[src/rtl/game_state_controller.sv]
// Round-level game state for the frog game: lives, level, death hold, respawn and game over.
// Optional post-respawn collision immunity is enabled by defining GAME_GRACE_PERIOD_EN.
module game_state_controller #(
  parameter int unsigned START_LIVES  = 3,
  parameter int unsigned DEATH_FRAMES = 60,
  parameter int unsigned GRACE_FRAMES = 30,
  parameter int unsigned MAX_LEVEL    = 15
) (
  input  logic       i_Clk,
  input  logic       i_Rst_L,
  input  logic       i_Frame_Tick,
  input  logic       i_Has_Collided,
  input  logic       i_Reached_Goal,
  input  logic       i_Start,
  output logic [1:0] o_State,
  output logic [1:0] o_Lives,
  output logic [3:0] o_Level,
  output logic       o_Frog_Respawn,
  output logic       o_Freeze,
  output logic       o_Game_Over
);

  typedef enum logic [1:0] {
    ST_IDLE  = 2'b00,
    ST_PLAY  = 2'b01,
    ST_DYING = 2'b10,
    ST_OVER  = 2'b11
  } state_t;

  // Death and grace counters share one width wide enough for either frame count.
  localparam int unsigned CNT_MAX = (DEATH_FRAMES > GRACE_FRAMES) ? DEATH_FRAMES : GRACE_FRAMES;
  localparam int unsigned CNT_W   = $clog2(CNT_MAX + 1);

  localparam logic [CNT_W-1:0] CNT_ZERO   = CNT_W'(0);
  localparam logic [CNT_W-1:0] CNT_ONE    = CNT_W'(1);
  localparam logic [CNT_W-1:0] DEATH_LAST = CNT_W'(DEATH_FRAMES - 1);
  localparam logic [1:0]       LIVES_INIT = 2'(START_LIVES);
  localparam logic [3:0]       LEVEL_MAX  = 4'(MAX_LEVEL);

  state_t           state_q,     state_d;
  logic [1:0]       lives_q,     lives_d;
  logic [3:0]       level_q,     level_d;
  logic             respawn_q,   respawn_d;
  logic             freeze_q,    freeze_d;
  logic             game_over_q, game_over_d;
  logic [CNT_W-1:0] death_cnt_q, death_cnt_d;
  logic             start_prev_q, start_prev_d;
  logic             start_evt_s;
  logic             immune_s;

`ifdef GAME_GRACE_PERIOD_EN
  localparam logic [CNT_W-1:0] GRACE_INIT = CNT_W'(GRACE_FRAMES);
  logic [CNT_W-1:0] grace_cnt_q, grace_cnt_d;
  assign immune_s = (grace_cnt_q != CNT_ZERO);
`else
  assign immune_s = 1'b0;
`endif

  assign start_evt_s = i_Start & ~start_prev_q;

  // Next-state, counter and output decode
  always_comb begin
    state_d      = state_q;
    lives_d      = lives_q;
    level_d      = level_q;
    respawn_d    = 1'b0;
    death_cnt_d  = death_cnt_q;
    start_prev_d = i_Start;
`ifdef GAME_GRACE_PERIOD_EN
    grace_cnt_d  = grace_cnt_q;
`endif

    case (state_q)
      ST_IDLE: begin
        if (start_evt_s) begin
          state_d   = ST_PLAY;
          lives_d   = LIVES_INIT;
          level_d   = 4'd0;
          respawn_d = 1'b1;
`ifdef GAME_GRACE_PERIOD_EN
          grace_cnt_d = CNT_ZERO;
`endif
        end else begin
          state_d = ST_IDLE;
        end
      end

      ST_PLAY: begin
`ifdef GAME_GRACE_PERIOD_EN
        if (i_Frame_Tick && immune_s) begin
          grace_cnt_d = grace_cnt_q - CNT_ONE;
        end else begin
          grace_cnt_d = grace_cnt_q;
        end
`endif
        // Collision outranks a same-cycle goal
        if (i_Has_Collided && !immune_s) begin
          state_d     = ST_DYING;
          lives_d     = (lives_q != 2'd0) ? (lives_q - 2'd1) : 2'd0;
          death_cnt_d = CNT_ZERO;
        end else if (i_Reached_Goal) begin
          level_d   = (level_q != LEVEL_MAX) ? (level_q + 4'd1) : LEVEL_MAX;
          respawn_d = 1'b1;
        end else begin
          state_d = ST_PLAY;
        end
      end

      ST_DYING: begin
        if (i_Frame_Tick) begin
          if (death_cnt_q == DEATH_LAST) begin
            death_cnt_d = CNT_ZERO;
            if (lives_q == 2'd0) begin
              state_d = ST_OVER;
            end else begin
              state_d   = ST_PLAY;
              respawn_d = 1'b1;
`ifdef GAME_GRACE_PERIOD_EN
              grace_cnt_d = GRACE_INIT;
`endif
            end
          end else begin
            death_cnt_d = death_cnt_q + CNT_ONE;
          end
        end else begin
          death_cnt_d = death_cnt_q;
        end
      end

      ST_OVER: begin
        if (start_evt_s) begin
          state_d = ST_IDLE;
        end else begin
          state_d = ST_OVER;
        end
      end

      default: begin
        state_d = ST_IDLE;
      end
    endcase

    freeze_d    = (state_d != ST_PLAY);
    game_over_d = (state_d == ST_OVER);
  end

  // State and output registers
  always_ff @(posedge i_Clk or negedge i_Rst_L) begin
    if (!i_Rst_L) begin
      state_q      <= ST_IDLE;
      lives_q      <= LIVES_INIT;
      level_q      <= 4'd0;
      respawn_q    <= 1'b0;
      freeze_q     <= 1'b1;
      game_over_q  <= 1'b0;
      death_cnt_q  <= CNT_ZERO;
      start_prev_q <= 1'b0;
    end else begin
      state_q      <= state_d;
      lives_q      <= lives_d;
      level_q      <= level_d;
      respawn_q    <= respawn_d;
      freeze_q     <= freeze_d;
      game_over_q  <= game_over_d;
      death_cnt_q  <= death_cnt_d;
      start_prev_q <= start_prev_d;
    end
  end

`ifdef GAME_GRACE_PERIOD_EN
  // Grace counter register
  always_ff @(posedge i_Clk or negedge i_Rst_L) begin
    if (!i_Rst_L) begin
      grace_cnt_q <= CNT_ZERO;
    end else begin
      grace_cnt_q <= grace_cnt_d;
    end
  end
`endif

  assign o_State        = state_q;
  assign o_Lives        = lives_q;
  assign o_Level        = level_q;
  assign o_Frog_Respawn = respawn_q;
  assign o_Freeze       = freeze_q;
  assign o_Game_Over    = game_over_q;

endmodule

[config.mk]
export PLATFORM = sky130hd
export DESIGN_NAME = game_state_controller
export DESIGN_NICKNAME = d
export VERILOG_FILES = /design/src/rtl/game_state_controller.sv
export SDC_FILE = /design/constraint.sdc
export NUM_CORES = 1
export LEC_CHECK = 0
export ABC_AREA = 1
export BUFFER_PORTS_ARGS = -buffer_cell sky130_fd_sc_hd__buf_2
export CAP_MARGIN = 25
export CORE_MARGIN = 3
export CORE_UTILIZATION = 48
export DETAILED_ROUTE_END_ITERATION = 16
export PLACE_DENSITY = 0.73
export SYNTH_ARGS = -nofsm -noshare
export SYNTH_HDL_FRONTEND = slang
export SYNTH_SLANG_ARGS = --single-unit
[constraint.sdc]
create_clock -name i_Clk -period 1.2 [get_ports i_Clk]
set_clock_uncertainty 0.05 [all_clocks]
set_input_delay 0.24 -clock i_Clk [delete_from_list [all_inputs] [get_ports i_Clk]]
set_output_delay 0.24 -clock i_Clk [all_outputs]
set_load 0.02 [all_outputs]
==> impl_metrics.ini <==
[final_layout]
final_layout_size_suffix_gt1_frac = 0.5449
final_net_count = 187
area_growth_pct = 62.36
final_common_cell = nand2_1
n_antenna_cell = 0
fillCellCount = 90
final_cell_mix = nand2_1, buf_4, inv_1, buf_6, dfrtp_1

[place]
dp_slack_ns = -0.1268
post-dp-hpwl_um = 1600
gp_congestion = 0.8217
io_buffers = 16

[route]
dr.pass1.iters = 4
routed_wirelength_um = 3653
via_count = 1148
drt_iter0_markers = 71
routedWlPerCell_um = 18.00
drc = 0
via_per_inst = 5.655
ant_nets = 0

[global_route]
grt_pass1_vias = 953
grt_usage = 0.2121
overflow = 0
grt_use_met3 = 0.03438
grt_max_degree = 19
grt_pass1_wl_um = 4209
antenna_found_initial = 0
gr-usage-met1 = 0.2560
top_usage_layer = met2
grtUsageMet2 = 0.3814

[logic_synthesis]
synth_largest_area_cell = dfrtp_1
synth_fp_nets = 133
ys_top_cells_by_area = dfrtp_1, nand2_1, dfstp_2
syn_area_per_cell_um2 = 7.978
synthArstFlopShare = 1.000
synth_edf_count = 0
seq_area_frac_synth = 0.4555
synth_area_um2 = 997.2
postSynthCellCount = 125
synth-seq-cells = 18
synth.top_cell.area_share = 0.3764
yosys.cell_types.count = 20
ys_warn_count = 0
synth_ff_type = dfrtp_1

[worst_hold_path]
hp-class = in2reg

[sta]
max_freq_mhz = 692.5
finalCritPeriodShare = 1.203
setup_viol_count_final = 23
fin_hold_ws_ns = 0.03080
hold_viol = 0
worst_pin_slew_ns = 0.4020
setup_ws_ns = -0.2441
fin_crit_ns = 1.444
slew_viol_final = 0
relSlewSlack = 0.7320
rsz0062_at_grt = true

[run_status]
status = finished, violations left
violations = setup timing

[pwr]
power_mw = 3.455
power_leakage_nw = 0.8108
p_per_area_mw_per_mm2 = 2134
irDropWorstVdd_v = 0.002253

[die]
design.portCount = 17
core_area_mm2 = 0.001839
die_y_um = 51.58
row_count = 15
initial_core_util = 0.5422
die_w_um = 51.58
die_area_mm2 = 0.002661

[setup_path]
crit_fanout = 5
worstPathRequired_ns = 1.38
endpoint_kind = register
crit_arrival_ns = 1.62
worstSetupStartpointType = register
path_class = reg2reg

[clock_network]
clockBufferDepth = 2
clockRootBuffer = clkbuf_4
worstSkewPairLatency_ns = 0.30
cts_sinks = 18
cts.clk_slew.worst_paths_ns = 0.11
cts-buffers-inserted = 3
cts_tree = done
htree_num_levels = 1

[job]
drv_cap = 0
## layout make-up
type | instances | area, µm² | area share
clock buffer | 4 | 36.28 | 0.02241
sequential | 18 | 457.9 | 0.2828
multi-input combinational | 84 | 575.6 | 0.3555
timing repair buffer | 49 | 429.2 | 0.2651
tap | 25 | 31.28 | 0.01932
inverter | 23 | 88.84 | 0.05487
## per-stage QoR
step | TNS, ns | area [µm²] | cells | util
2_1_floorplan | -0.2430 | 1021 | 125 | -
3_3_place_gp | -0.3686 | 1232 | 181 | 0.6701
3_5_place_dp | -0.6958 | 1232 | 181 | 0.6701
4_1_cts | -1.355 | 1414 | 193 | 0.7687
5_1_grt | -4.063 | 1619 | 203 | 0.8803
6_report | -3.057 | 1619 | 203 | 0.8803
## timing repair
| item | in CTS | in global routing |
|---|---|---|
| buffers inserted | 6 | 11 |
| hold buffers | 1 | 0 |
| setup endpoints to repair | 21 | 25 |
| cloned | 1 | 0 |
| pin swaps | 7 | 13 |
| resized for setup | 23 | 34 |
| hold endpoints to repair | 15 | 0 |
## worst paths after layout
check | startpoint | cells after the start | slack (ns) | to
max | o_State[0] | 7 | -0.24 | death_cnt_q[0]
min | i_Start | 1 | 0.03 | start_prev_q
max reg2reg | o_State[0] | 7 | -0.24 | death_cnt_q[0]
min reg2reg | o_Level[1] | 2 | 0.55 | o_Level[1]
max in group asynchronous | i_Rst_L | 2 | 0.45 | o_Lives[1]
min in group asynchronous | i_Rst_L | 2 | 0.33 | o_Level[3]
## cells in the mapped netlist (2+ instances only)
| cell | instances |
|---|---|
| o21ai_0 | 9 |
| inv_1 | 21 |
| a21oi_1 | 3 |
| nor3_1 | 2 |
| dfrtp_1 | 15 |
| nand4_1 | 2 |
| dfstp_2 | 3 |
| o21ai_1 | 2 |
| inv_2 | 2 |
| nor2_4 | 2 |
| nand2_4 | 3 |
| nand2_1 | 30 |
| nor2_1 | 10 |
| nand3_1 | 14 |
| ha_1 | 2 |
## state kept, by name, indices dropped and copies added, names as in the netlist
| signal | flops |
|---|---|
| o_Game_Over | 1 |
| o_Level | 4 |
| o_Lives | 2 |
| o_Frog_Respawn | 1 |
| o_Freeze | 1 |
| o_State | 2 |
| death_cnt_q | 6 |
| start_prev_q | 1 |
## power breakdown
part,switching (mW),internal [mW]
sequential,0.184,0.806
combinational,1.08,1.00
clock,0.200,0.185
## worst max-delay path: stages, from the launching register on
cell	delay, ns
dfrtp_2	0.46
inv_4	0.07
nor2_4	0.16
nand2_4	0.12
buf_12	0.14
nand2_4	0.10
nand4_1	0.14
o21ai_1	0.12
## kinds of logic (layout without fill, tap and decap cells)
| logic type | after synthesis | count (layout) | synth area share |
|---|---|---|---|
| flip-flops | 18 | 18 | 0.4555 |
| XOR/XNOR | 1 | 1 | 0.008785 |
| AO/OA/AOI/OAI | 16 | 16 | 0.08657 |
| AND/OR/NAND/NOR | 64 | 65 | 0.3174 |
| adder cells (fa/ha/maj) | 2 | 2 | 0.02509 |
| buffers and inverters | 24 | 76 | 0.1067 |
## per-layer routing
metal / up-vias / routed length, µm
met4: 0 / 258
li1: 503 / -
met5: - / 0
met2: 89 / 1840
met3: 25 / 278
met1: 531 / 1277
(Power assumes the default switching activity.)
